[config.mk]
export PLATFORM = sky130hd
export DESIGN_NAME = reglk_access_guard
export DESIGN_NICKNAME = d
export VERILOG_FILES = /design/src/rtl/reglk_pkg.sv /design/src/rtl/reglk_viol_log.sv /design/src/rtl/reglk_access_guard.sv
export SDC_FILE = /design/constraint.sdc
export NUM_CORES = 1
export LEC_CHECK = 0
export CAP_MARGIN = 25
export CORE_AREA = 3 3 164 166
export CTS_CLUSTER_DIAMETER = 40
export DETAILED_ROUTE_END_ITERATION = 6
export DIE_AREA = 0 0 167 169
export DONT_BUFFER_PORTS = 1
export SLEW_MARGIN = 0
export SYNTH_ARGS = -nofsm -noshare
export SYNTH_HDL_FRONTEND = slang
export SYNTH_HIERARCHICAL = 1
export SYNTH_SLANG_ARGS = --single-unit
[constraint.sdc]
create_clock -name clk_i -period 2.7 [get_ports clk_i]
set_clock_uncertainty 0.15 [all_clocks]
set_input_delay 0.27 -clock clk_i [delete_from_list [all_inputs] [get_ports clk_i]]
set_output_delay 0.27 -clock clk_i [all_outputs]
set_load 0.05 [all_outputs]
[src/rtl/reglk_pkg.sv]
// Shared types and constants for the register-lock access guard.
package reglk_pkg;

   typedef enum logic [1:0] {
      IDLE  = 2'd0,
      ISSUE = 2'd1,
      RESP  = 2'd2
   } guard_state_e;

   localparam int REGLK_BITS  = 8;
   localparam int REGLK_IDX_W = 3;

endpackage

[src/rtl/reglk_viol_log.sv]
// Violation log: saturating counter, first-offending-address capture and a one-cycle IRQ pulse.
module reglk_viol_log #(
   parameter int ADDR_WIDTH = 64,
   parameter int CNT_WIDTH  = 16
) (
   input  logic                  clk_i,
   input  logic                  rst_i,
   input  logic                  viol_i,
   input  logic                  clr_i,
   input  logic [ADDR_WIDTH-1:0] addr_i,
   output logic [CNT_WIDTH-1:0]  cnt_o,
   output logic                  valid_o,
   output logic [ADDR_WIDTH-1:0] addr_o,
   output logic                  irq_o
);

   logic [CNT_WIDTH-1:0]  cnt_q, cnt_d;
   logic                  valid_q, valid_d;
   logic [ADDR_WIDTH-1:0] addr_q, addr_d;
   logic                  irq_q;

   // A violation arriving together with a clear restarts the log with itself as the first entry.
   always_comb begin
      cnt_d   = cnt_q;
      valid_d = valid_q;
      addr_d  = addr_q;
      if (viol_i) begin
         if (clr_i) begin
            cnt_d = CNT_WIDTH'(1);
         end else if (~&cnt_q) begin
            cnt_d = cnt_q + CNT_WIDTH'(1);
         end
         if (clr_i || !valid_q) begin
            addr_d  = addr_i;
            valid_d = 1'b1;
         end
      end else if (clr_i) begin
         cnt_d   = '0;
         valid_d = 1'b0;
         addr_d  = '0;
      end
   end

   always_ff @(posedge clk_i) begin
      if (rst_i) begin
         cnt_q   <= '0;
         valid_q <= 1'b0;
         addr_q  <= '0;
         irq_q   <= 1'b0;
      end else begin
         cnt_q   <= cnt_d;
         valid_q <= valid_d;
         addr_q  <= addr_d;
         irq_q   <= viol_i;
      end
   end

   assign cnt_o   = cnt_q;
   assign valid_o = valid_q;
   assign addr_o  = addr_q;
   assign irq_o   = irq_q;

endmodule

[src/rtl/reglk_access_guard.sv]
// Guards a peripheral register file: blocks writes to locked registers, errors out-of-range
// accesses and logs lock violations.
module reglk_access_guard
   import reglk_pkg::*;
#(
   parameter int ADDR_WIDTH  = 64,
   parameter int DATA_WIDTH  = 64,
   parameter int NUM_REGS    = 8,
   parameter int REG_IDX_LSB = 3,
   parameter int CNT_WIDTH   = 16
) (
   input  logic                   clk_i,
   input  logic                   rst_i,
   input  logic [REGLK_BITS-1:0]  reglk_i,
   input  logic                   jtag_unlock,
   input  logic                   req_valid_i,
   output logic                   req_ready_o,
   input  logic                   req_we_i,
   input  logic [ADDR_WIDTH-1:0]  req_addr_i,
   input  logic [DATA_WIDTH-1:0]  req_wdata_i,
   output logic                   per_valid_o,
   input  logic                   per_ready_i,
   output logic                   per_we_o,
   output logic [REGLK_IDX_W-1:0] per_idx_o,
   output logic [DATA_WIDTH-1:0]  per_wdata_o,
   input  logic [DATA_WIDTH-1:0]  per_rdata_i,
   output logic                   rsp_valid_o,
   input  logic                   rsp_ready_i,
   output logic                   rsp_err_o,
   output logic [DATA_WIDTH-1:0]  rsp_rdata_o,
   input  logic                   viol_clr_i,
   output logic [CNT_WIDTH-1:0]   viol_cnt_o,
   output logic                   viol_valid_o,
   output logic [ADDR_WIDTH-1:0]  viol_addr_o,
   output logic                   irq_o
);

   guard_state_e           state_q;
   logic                   per_valid_q, rsp_valid_q;
   logic                   we_q, err_q;
   logic [REGLK_IDX_W-1:0] idx_q;
   logic [DATA_WIDTH-1:0]  wdata_q, rdata_q;

   logic [REGLK_IDX_W-1:0] idx_w;
   logic                   accept_w, out_of_range_w, locked_w, viol_w;
   logic                   addr_lsb_unused;

   // Byte-offset bits below the register index carry no meaning for this register file.
   assign addr_lsb_unused = ^req_addr_i[REG_IDX_LSB-1:0];

   assign req_ready_o    = (state_q == IDLE) && !rst_i;
   assign accept_w       = req_valid_i && req_ready_o;
   assign idx_w          = req_addr_i[REG_IDX_LSB +: REGLK_IDX_W];
   assign out_of_range_w = (|req_addr_i[ADDR_WIDTH-1:REG_IDX_LSB+REGLK_IDX_W]) ||
                           (int'(idx_w) >= NUM_REGS);
   assign locked_w       = req_we_i && reglk_i[idx_w] && !jtag_unlock;
   assign viol_w         = accept_w && !out_of_range_w && locked_w;

   always_ff @(posedge clk_i) begin
      if (rst_i) begin
         state_q     <= IDLE;
         per_valid_q <= 1'b0;
         rsp_valid_q <= 1'b0;
         we_q        <= 1'b0;
         idx_q       <= '0;
         wdata_q     <= '0;
         err_q       <= 1'b0;
         rdata_q     <= '0;
      end else begin
         case (state_q)
            IDLE: begin
               if (accept_w) begin
                  we_q    <= req_we_i;
                  idx_q   <= idx_w;
                  wdata_q <= req_wdata_i;
                  if (out_of_range_w || locked_w) begin
                     err_q       <= 1'b1;
                     rdata_q     <= '0;
                     rsp_valid_q <= 1'b1;
                     state_q     <= RESP;
                  end else begin
                     per_valid_q <= 1'b1;
                     state_q     <= ISSUE;
                  end
               end
            end
            ISSUE: begin
               if (per_ready_i) begin
                  per_valid_q <= 1'b0;
                  err_q       <= 1'b0;
                  rdata_q     <= we_q ? '0 : per_rdata_i;
                  rsp_valid_q <= 1'b1;
                  state_q     <= RESP;
               end
            end
            RESP: begin
               if (rsp_ready_i) begin
                  rsp_valid_q <= 1'b0;
                  state_q     <= IDLE;
               end
            end
            default: begin
               per_valid_q <= 1'b0;
               rsp_valid_q <= 1'b0;
               state_q     <= IDLE;
            end
         endcase
      end
   end

   assign per_valid_o = per_valid_q;
   assign per_we_o    = we_q;
   assign per_idx_o   = idx_q;
   assign per_wdata_o = wdata_q;
   assign rsp_valid_o = rsp_valid_q;
   assign rsp_err_o   = err_q;
   assign rsp_rdata_o = rdata_q;

   reglk_viol_log #(
      .ADDR_WIDTH (ADDR_WIDTH),
      .CNT_WIDTH  (CNT_WIDTH)
   ) u_viol_log (
      .clk_i   (clk_i),
      .rst_i   (rst_i),
      .viol_i  (viol_w),
      .clr_i   (viol_clr_i),
      .addr_i  (req_addr_i),
      .cnt_o   (viol_cnt_o),
      .valid_o (viol_valid_o),
      .addr_o  (viol_addr_o),
      .irq_o   (irq_o)
   );

endmodule

==> results.toml, run 1 <==
[place]
numPortBuffers = 0
place.gp.congestion = 0.880
post-dp-hpwl_um = 19900
postPlaceCellArea_um2 = 9520

[synthesis]
post_synth.cell_area_avg_um2 = 8.63
yosys_warnings = 6
nets_in_the_synthesized_netlist = 1258
ys_types = 55
ys_seq_elements = 219
synthesis.instances = 1049
sequential_element_share_of_the_synthesized_area_pct = 48.4
synth.cell_area_um2 = 9050

[floorplan]
start_util_pct = 35.1
die_h_um = 169
die_x_um = 167
rows = 59
floorplan.io_pins = 426

[clock_network]
tritoncts.num_buffers = 31
cts-resized-gates = 0
post-cts-setup-buffers = 0
post_cts_hold_buffer_count = 282
cts.htree.levels = 1
cts_buffer_depth = 3
clock_sink_count = 219
root_buffer = "sky130_fd_sc_hd__clkbuf_16"

[run_status]
error_message = "[ERROR RSZ-0060] Max buffer count reached."
run_status = "did not finish"
flow.stopped_at = "clock tree synthesis (4_1_cts)"
## Yosys cell counts (all sizes together)
master,number,area [um2]
nor3,8,50.1
nand3,70,368
a21oi,79,399
o41ai,2,17.5
nor4b,2,17.5
a31o,1,8.76
nor2b,1,6.26
or2,3,18.8
nand4,12,75.1
o21ai,74,370
nand3b,2,15.0
nor4,24,150
a21o,2,15.0
and4,4,36.3
and3,2,13.8
or3,6,38.8
nor2,12,45.0
nor3b,3,22.5
o211ai,1,7.51
clkbuf,54,203
nand4b,2,32.5
nand2,211,800
o21ba,1,10.0
o22ai,1,6.26
inv,5,18.8
mux4,1,22.5
a211oi,3,22.5
and2,3,18.8
o31ai,3,22.5
ha,1,12.5
a31oi,2,12.5
dfxtp,219,4380
mux2i,67,671
a22oi,1,12.5
o311ai,3,26.3
nand2b,133,840
o21a,1,7.51
buf,26,220
or4,4,33.8
## per-stage QoR
step	util (%)	TNS, ns	instances	worst slack [ns]	hold WS (ns)
detailed placement	36.9	-5.60	1347	-0.226	0.207
global placement	36.9	-6.19	1347	-0.245	0.205
floorplan	-	0	1049	0.0130	0.229
## cells by family after synthesis
family,Yosys count,synth area share (%)
AO/OA/AOI/OAI,174,10.4
flip-flops,219,48.4
AND/OR/NAND/NOR,502,28.5
adder cells (fa/ha/maj),1,0.138
buffers and inverters,85,4.88
multiplexers,68,7.66
==> run 2, diff against run 1 <==
Settings changed: CORE_AREA 3 3 164 166 to unset, CORE_MARGIN set to 3, CORE_UTILIZATION set to 25, CTS_CLUSTER_DIAMETER 40 to unset, DIE_AREA 0 0 167 169 to unset, PLACE_DENSITY_LB_ADDON set to 0.15.
Clock period 2.7 ns to 3.5 ns, I/O delays scaled along.
==> results.toml, run 2 <==
[sta]
setup_repair_after_global_routing_missed_its_margin = "false"
slew_headroom_pct = 41.6
setup_viol = 0
max_freq_mhz = 305
drv_slew = 0
tightestPinTransition_ns = 0.874
final.setup.tns_ns = 0
layout_setup_ws_ns = 0.224
timing.final.crit_share_pct = 93.6
final_hold_viol_count = 0
post-route-min-period_ns = 3.28

[synthesis]
asyncSetResetFlopFracSynth_pct = 0
synth.largest_area_cell = "sky130_fd_sc_hd__dfxtp_1"
yosys_warnings = 6
netlist.area_leader.share_pct = 48.4
ys_types = 55
ys_seq_elements = 219
number_of_enable_type_register_cells_in_the_synthesized_netlist = 0
synth_flop_cell = "sky130_fd_sc_hd__dfxtp_1"
nets_in_the_synthesized_netlist = 1258
synthesis.instances = 1049
synth.cell_area_um2 = 9050
sequential_element_share_of_the_synthesized_area_pct = 48.4
netlist_top_cells_count = "sky130_fd_sc_hd__dfxtp_1, sky130_fd_sc_hd__nand2_1, sky130_fd_sc_hd__nand2b_1, sky130_fd_sc_hd__a21oi_1, sky130_fd_sc_hd__o21ai_0"
post_synth.cell_area_avg_um2 = 8.63
ys_top_cells_by_area = "sky130_fd_sc_hd__dfxtp_1, sky130_fd_sc_hd__nand2b_1, sky130_fd_sc_hd__nand2_1"
post-synth-top-count-cell = "sky130_fd_sc_hd__dfxtp_1"

[route]
detailedRoute.firstIterationViolations = 342
drt-wirelength-per-cell_um = 19.1
wirelength_um = 32500
num_vias = 8072
first_pass_iters = 4
postRouteAntennaNets = 0
vias_per_cell = 4.75
post-route-drc-count = 0

[cells_and_area]
n_antenna_cell = 0
layout_area_overhead_pct = 36.9
fin_util_pct = 34.7
finalNonFillerCells = 1698
design.final.nets = 1426
most_common_cell_after_layout_fill_and_taps_aside = "sky130_fd_sc_hd__dfxtp_1"
drive_above_1_share_pct = 6.87
final_cell_mix = "sky130_fd_sc_hd__dfxtp_1, sky130_fd_sc_hd__nand2_1, sky130_fd_sc_hd__dlygate4sd3_1"

[global_route]
grt_start_max_net_pins = 207
first_global_vias = 8050
grt_pass1_wl_um = 48500
grt_antenna_before_repair = 2
grtUsageTotal_pct = 15.8
grt_overflow_total = 0

[clock_network]
clock_sink_count = 219
tritoncts.num_buffers = 27
clkSlewWorstSetupHoldPaths_ns = 0.06
tritoncts = "done"
post-cts-setup-buffers = 0
clk_latency_ns = 0.54
cts_buffer_depth = 3
root_buffer = "sky130_fd_sc_hd__clkbuf_16"
cts.htree.levels = 1

[worst_setup_path]
rr_endpoint = "u_viol_log/addr_o[54]$_SDFFE_PP0P_"
worst-endpoint-arrival_ns = 3.61
ff2ff_setup_slack_ns = 0.36
critPathCaptureType = "register"
worst-path-max-fanout = 13
r2r_cells = 10
setup.worst_path.class = "in -> reg"
crit_path_start_kind = "primary input"
reg2reg_from = "state_q[1]$_SDFFE_PP0P_"
crit_required_ns = 3.83

[min_path]
holdPathStages = 2
min-delay-path-class = "in -> reg"
holdPathEnd = "u_viol_log/cnt_o[8]$_SDFFE_PP0P_"
hp-start = "viol_clr_i"

[run_status]
run_status = "finished clean"

[place]
pre_cts_slack_ns = 0.0103
place.gp.congestion = 0.769
placed_cells_incl_taps = 1448
post-dp-hpwl_um = 21400
numPortBuffers = 0

[floorplan]
start_util_pct = 25.4
design.die.area_um2 = 38500
die_x_um = 196
core_region_area_um2 = 35700
floorplan.io_pins = 426
die_h_um = 196
rows = 69

[power_and_ir_drop]
leakagePower_nw = 4.46
vdd_ir_drop_max_mv = 0.313
power_density_nw_per_um2 = 496
p_total_mw = 6.14

[job]
drv.max_cap_violation_count = 0
-- run 2: cell families (layout without fill, tap and decap cells) --
| logic type | Yosys count | after routing | share of synthesized area (%) |
|---|---|---|---|
| muxes | 68 | 68 | 7.66 |
| buffers and inverters | 85 | 273 | 4.88 |
| and+or+nand+nor | 502 | 502 | 28.5 |
| AOI/OAI and AO/OA | 174 | 174 | 10.4 |
| adders and majority gates | 1 | 1 | 0.138 |
| DFF | 219 | 219 | 48.4 |
-- run 2: power by group --
part | internal (mW) | total (mW) | switching [mW] | leakage [nW]
Combinational | 0.248 | 0.452 | 0.204 | 2.23
Sequential | 2.56 | 2.82 | 0.267 | 1.78
Clock | 1.76 | 2.87 | 1.11 | 0.447
Total | 4.56 | 6.14 | 1.58 | 4.46
-- run 2: metal layers --
metal	part of all wire [%]	up-vias	global-route usage [%]
met1	40	3759	18.5
li1	-	3920	-
met2	47	342	26.1
met3	11	51	6.47
met4	2.9	0	5.41
met5	0	-	0
-- run 2: how the worst max path moves through the flow --
stage | start | to | slack, ns | cells past startpoint
floorplan | state_q[1]$_SDFFE_PP0P_ | u_viol_log/cnt_o[11]$_SDFFE_PP0P_ | 0.49 | 9
global placement | req_addr_i[38] | u_viol_log/cnt_o[11]$_SDFFE_PP0P_ | 0.09 | 9
detailed placement | req_addr_i[38] | u_viol_log/cnt_o[11]$_SDFFE_PP0P_ | 0.01 | 9
CTS | req_addr_i[38] | u_viol_log/addr_o[54]$_SDFFE_PP0P_ | 0.12 | 10
global route | req_addr_i[38] | u_viol_log/addr_o[54]$_SDFFE_PP0P_ | 0.004 | 11
finish | req_addr_i[38] | u_viol_log/addr_o[54]$_SDFFE_PP0P_ | 0.22 | 11
-- run 2: timing repair --
action	CTS	global route
hold endpoints to repair	209	0
gates resized for setup	0	2
endpoints found under the setup margin	0	1
hold buffers	201	0
-- run 2: stage by stage --
stage               instance area (um2)  hold WS [ns]
finish                            12400        0.0763
global route                      12400         0.111
CTS                               12400        0.0555
detailed placement                 9430         0.301
global placement                   9430         0.304
floorplan                          9050         0.309
-- run 2: layout make-up --
class / instances / area (um2)
Fill cell: 3653 / 23300
Timing Repair Buffer: 219 / 2230
Inverter: 5 / 18.8
Clock buffer: 42 / 822
Sequential cell: 219 / 4380
Tap cell: 461 / 577
Clock inverter: 7 / 96.3
Multi-Input combinational cell: 745 / 4260
-- run 2: worst max-delay path: stages --
cell and delay (ns):
sky130_fd_sc_hd__nor4_1 0.42, sky130_fd_sc_hd__nand2_1 0.17, sky130_fd_sc_hd__or3_1 0.37, sky130_fd_sc_hd__nor3_1 0.39
sky130_fd_sc_hd__nor3b_4 0.32, sky130_fd_sc_hd__buf_4 0.25, sky130_fd_sc_hd__a21o_2 0.26, sky130_fd_sc_hd__buf_4 0.22
sky130_fd_sc_hd__nand3_1 0.11, sky130_fd_sc_hd__a21oi_1 0.16, sky130_fd_sc_hd__dlygate4sd3_1 0.57
Note: power is estimated with default switching activity, not from simulation.
==> run 3, diff against run 2 <==
Settings changed: HOLD_SLACK_MARGIN set to 0.12.
==> results.toml, run 3 (synthesis results as in run 2) <==
[place]
place.gp.congestion = 0.769
pre_cts_slack_ns = 0.0103
post-dp-hpwl_um = 21400
placed_cells_incl_taps = 1448
postPlaceCellArea_um2 = 9430
numPortBuffers = 0

[clock_network]
clock_sink_count = 219
tritoncts = "done"
clkSlewWorstSetupHoldPaths_ns = 0.06
cts.htree.levels = 1
tritoncts.num_buffers = 27
root_buffer = "sky130_fd_sc_hd__clkbuf_16"
clk_latency_ns = 0.54
post-cts-setup-buffers = 0
cts_buffer_depth = 3

[floorplan]
core_region_area_um2 = 35700
design.die.area_um2 = 38500
start_util_pct = 25.4
die_x_um = 196
rows = 69
floorplan.io_pins = 426
die_h_um = 196

[sta]
max_freq_mhz = 306
setup_viol = 0
tightestPinTransition_ns = 0.905
layout_setup_ws_ns = 0.230
setup_repair_after_global_routing_missed_its_margin = "false"
drv_slew = 0
hold_slack_ns = 0.133
slew_headroom_pct = 39.5
timing.final.crit_share_pct = 93.4
final.setup.tns_ns = 0
post-route-min-period_ns = 3.27
final_hold_viol_count = 0

[worst_setup_path]
worst-path-max-fanout = 13
worst_path_max_delay_cell = "sky130_fd_sc_hd__dlygate4sd3_1"
crit_family = "simple AND/OR/NAND/NOR gates"
critPathCaptureType = "register"
crit_required_ns = 3.83
crit_path_start_kind = "primary input"
worst-path-buf-inv = 3
worst-endpoint-arrival_ns = 3.60
worst_path_largest_cell_delay_ns = 0.57
crit_path_frequent_cell = "sky130_fd_sc_hd__buf_4"
path_cells = "nor4_1 > nand2_1 > or3_1 > nor3_1 > nor3b_4 > buf_4 > a21o_2 > buf_4 > nand3_1 > a21oi_1 > dlygate4sd3_1"
setup.worst_path.class = "in -> reg"

[route]
first_pass_iters = 5
detailedRoute.firstIterationViolations = 319
drt-wirelength-per-cell_um = 19.1
num_vias = 8076
post-route-drc-count = 0
vias_per_cell = 4.75
postRouteAntennaNets = 0
wirelength_um = 32500

[global_route]
first_global_vias = 8067
grt_antenna_before_repair = 2
grt_pass1_wl_um = 48600
grtUsageTotal_pct = 15.8
grt_start_max_net_pins = 207
grt_overflow_total = 0

[min_path]
min-delay-path-class = "in -> reg"

[cells_and_area]
layout_area_overhead_pct = 37.1
fin_area_um2 = 12400
most_common_cell_after_layout_fill_and_taps_aside = "sky130_fd_sc_hd__dfxtp_1"
fill_cells = 3653
drive_above_1_share_pct = 6.86
seq_area_um2 = 4380
finalNonFillerCells = 1700
design.final.nets = 1428
n_antenna_cell = 0
final_cell_mix = "sky130_fd_sc_hd__dfxtp_1, sky130_fd_sc_hd__nand2_1, sky130_fd_sc_hd__dlygate4sd3_1"
fin_util_pct = 34.8
footprint_of_the_multi_input_gates_um2 = 4260

[power_and_ir_drop]
leakagePower_nw = 4.45
p_total_mw = 6.14
power_density_nw_per_um2 = 495
vdd_ir_drop_max_mv = 0.309

[run_status]
run_status = "finished clean"

[job]
drv.max_cap_violation_count = 0
## run 3: changes by cell type in the layout (fill, tap and decap cells not counted)
cell                            previous run  this run
sky130_fd_sc_hd__dlygate4sd3_1           200       202
## run 3: worst paths after layout
kind / start / to / slack (ns) / depth (start not counted)
worst max-delay path: req_addr_i[38] / u_viol_log/addr_o[54]$_SDFFE_PP0P_ / 0.23 / 11
worst min-delay path: req_we_i / state_q[1]$_SDFFE_PP0P_ / 0.13 / 3
worst max register to register: state_q[1]$_SDFFE_PP0P_ / u_viol_log/addr_o[54]$_SDFFE_PP0P_ / 0.37 / 10
worst min register to register: state_q[1]$_SDFFE_PP0P_ / state_q[1]$_SDFFE_PP0P_ / 0.49 / 2
## run 3: report_power, final
part           switching [mW]  internal [mW]
clock network            1.11           1.76
registers               0.267           2.56
logic                   0.207          0.248
## run 3: what timing repair did
action	in CTS	in global routing
hold buffers	203	0
endpoints found under the setup margin	0	1
gates resized for setup	0	2
hold endpoints to repair	219	0
## run 3: metal layers
metal  track usage [%]  up-vias  wire, um
met5                 0        -         0
met4              5.41        0       928
met3              6.39       52      3410
met2              26.1      342     15300
met1              18.6     3759     12900
li1                  -     3923         -
## run 3: cell type report
| class | count | share of cell area (%) |
|---|---|---|
| Timing Repair Buffer | 221 | 18.1 |
| Multi-Input combinational cell | 745 | 34.3 |
| Sequential cell | 219 | 35.3 |
| Clock buffer | 42 | 6.63 |
| Inverter | 5 | 0.151 |
| Tap cell | 461 | 4.65 |
| Clock inverter | 7 | 0.777 |
## run 3: worst reg2reg max path: stages, from the launching register on
cell,delay (ns)
sky130_fd_sc_hd__dfxtp_1,0.39
sky130_fd_sc_hd__nor3_2,0.20
sky130_fd_sc_hd__buf_4,0.26
sky130_fd_sc_hd__nand2_1,0.21
sky130_fd_sc_hd__nor3b_4,0.29
sky130_fd_sc_hd__buf_4,0.25
sky130_fd_sc_hd__a21o_2,0.27
sky130_fd_sc_hd__buf_4,0.22
sky130_fd_sc_hd__nand3_1,0.11
sky130_fd_sc_hd__a21oi_1,0.16
sky130_fd_sc_hd__dlygate4sd3_1,0.57
==> run 4, diff against run 3 <==
Settings changed: CORE_ASPECT_RATIO set to 1.4.
==> results.toml, run 4 (synthesis results as in run 2) <==
[power_and_ir_drop]
power_density_nw_per_um2 = 471
leakagePower_nw = 4.36
vdd_ir_drop_max_mv = 0.364
p_total_mw = 5.76

[sta]
setup_repair_after_global_routing_missed_its_margin = "false"
timing.final.crit_share_pct = 93.2
tightestPinTransition_ns = 0.817
hold_slack_ns = 0.128
drv_slew = 0
setup_viol = 0
final_hold_viol_count = 0
post-route-min-period_ns = 3.26
slew_headroom_pct = 45.5
max_freq_mhz = 307

[clock_network]
tritoncts.num_buffers = 24
cts_buffer_depth = 3
clk_latency_ns = 0.52
tritoncts = "done"
clkSlewWorstSetupHoldPaths_ns = 0.07
root_buffer = "sky130_fd_sc_hd__clkbuf_16"
cts.htree.levels = 1
clock_sink_count = 219

[route]
detailedRoute.firstIterationViolations = 379
num_vias = 8055
first_pass_iters = 4
drt-wirelength-per-cell_um = 19.2
wirelength_um = 32400
postRouteAntennaNets = 0
post-route-drc-count = 0
vias_per_cell = 4.77

[worst_setup_path]
crit_required_ns = 3.76
worst-path-buf-inv = 4
crit_path_start_kind = "primary input"
worst_path_max_delay_cell = "sky130_fd_sc_hd__dlygate4sd3_1"
critPathCaptureType = "register"
setup.worst_path.class = "in -> reg"
crit_family = "simple AND/OR/NAND/NOR gates"
crit_path_frequent_cell = "sky130_fd_sc_hd__buf_4"
worst-endpoint-arrival_ns = 3.52
path_cells = "nor4_1 > nand3_1 > or3_1 > nor3_2 > nor3b_2 > buf_4 > buf_12 > a21oi_4 > buf_4 > nand2_1 > a21oi_1 > dlygate4sd3_1"
worst_path_largest_cell_delay_ns = 0.60
worst-path-max-fanout = 65

[place]
numPortBuffers = 0
post-dp-hpwl_um = 21500
placed_cells_incl_taps = 1442
place.gp.congestion = 0.789

[floorplan]
die_x_um = 167
floorplan.io_pins = 426
core_region_area_um2 = 35400
start_util_pct = 25.6
rows = 81
design.die.area_um2 = 38600
die_h_um = 231

[global_route]
grt_start_max_net_pins = 208
grt_antenna_before_repair = 1
first_global_vias = 8389
grtUsageTotal_pct = 15.8
grt_overflow_total = 0
grt_pass1_wl_um = 49200

[cells_and_area]
layout_area_overhead_pct = 35.1
most_common_cell_after_layout_fill_and_taps_aside = "sky130_fd_sc_hd__dfxtp_1"
fill_cells = 3614
fin_util_pct = 34.6
finalNonFillerCells = 1690
drive_above_1_share_pct = 6.33
final_cell_mix = "sky130_fd_sc_hd__dfxtp_1, sky130_fd_sc_hd__nand2_1, sky130_fd_sc_hd__dlygate4sd3_1"
design.final.nets = 1424

[min_path]
min-delay-path-class = "in -> reg"

[job]
drv.max_cap_violation_count = 0

[run_status]
run_status = "finished clean"
run 4: cell count changes in the layout (fill, tap and decap cells not counted):
cell                        previous run  this run
sky130_fd_sc_hd__clkbuf_8              9         2
sky130_fd_sc_hd__clkinv_2              2         6
sky130_fd_sc_hd__clkbuf_1              6         8
sky130_fd_sc_hd__clkbuf_16            27        25
sky130_fd_sc_hd__buf_6                 1         0
sky130_fd_sc_hd__bufinv_16             2         1
sky130_fd_sc_hd__diode_2               0         1
sky130_fd_sc_hd__inv_8                 1         0
sky130_fd_sc_hd__nor3_1                6         5
sky130_fd_sc_hd__nor3_2                2         3
sky130_fd_sc_hd__nor3b_2               0         1
sky130_fd_sc_hd__nor3b_4               1         0
run 4: path summary, 6_finish.rpt:
kind / startpoint / endpoint / slack [ns] / cells past startpoint
setup reg to reg: state_q[1]$_SDFFE_PP0P_ / u_viol_log/addr_o[17]$_SDFFE_PP0P_ / 0.28 / 11
hold / removal: req_addr_i[23] / per_valid_o$_SDFFE_PP0P_ / 0.13 / 5
hold reg to reg: state_q[1]$_SDFFE_PP0P_ / state_q[1]$_SDFFE_PP0P_ / 0.52 / 2
setup / recovery: req_addr_i[46] / u_viol_log/addr_o[17]$_SDFFE_PP0P_ / 0.24 / 12
run 4: final cells by class:
cell class                 instances  area, um2  share of cell area [%]
timing repair buffer             220       2240                    18.3
clock inverter                     9       75.1                   0.614
sequential                       219       4380                    35.8
multi-input combinational        745       4260                    34.8
inverter                           5       18.8                   0.153
clock buffer                      35        683                    5.59
antenna                            1       2.50                  0.0205
tap                              456        571                    4.66
run 4: tightest hold or removal path, stage by stage:
cell and delay, ns:
sky130_fd_sc_hd__nor4_1 0.02, sky130_fd_sc_hd__nand4_1 0.09, sky130_fd_sc_hd__nor3_2 0.08, sky130_fd_sc_hd__a31oi_1 0.15, sky130_fd_sc_hd__nor3_1 0.05
run 4: routing by layer:
metal	up-vias	track usage, %	share of wire, %	wire, um
li1	3907	-	-	-
met2	354	28.3	49	16000
met1	3728	17.2	37	12000
met4	0	5.73	3.5	1130
met5	-	0	0	0
met3	66	5.66	10	3250
run 4: power breakdown:
part | internal, mW | switching (mW) | leakage (nW)
combinational | 0.247 | 0.206 | 2.21
clock | 1.43 | 1.05 | 0.370
sequential | 2.55 | 0.266 | 1.78
total | 4.23 | 1.53 | 4.36
run 4: what timing repair did:
item / 4_1_cts / 5_1_grt
gates resized for setup: 0 / 1
hold buffers: 203 / 0
buffers inserted: 0 / 0
setup endpoints to repair: 0 / 4
hold endpoints to repair: 219 / 0
run 4: metrics by stage:
stage	cell area [um2]	setup TNS [ns]	setup WS [ns]
after global routing	12200	0	0.0500
after global placement	9420	0	0.0267
after CTS	12200	0	0.0928
after floorplan	9050	0	0.486
final	12200	0	0.238
after detailed placement	9420	-0.0000113	-0.0000113
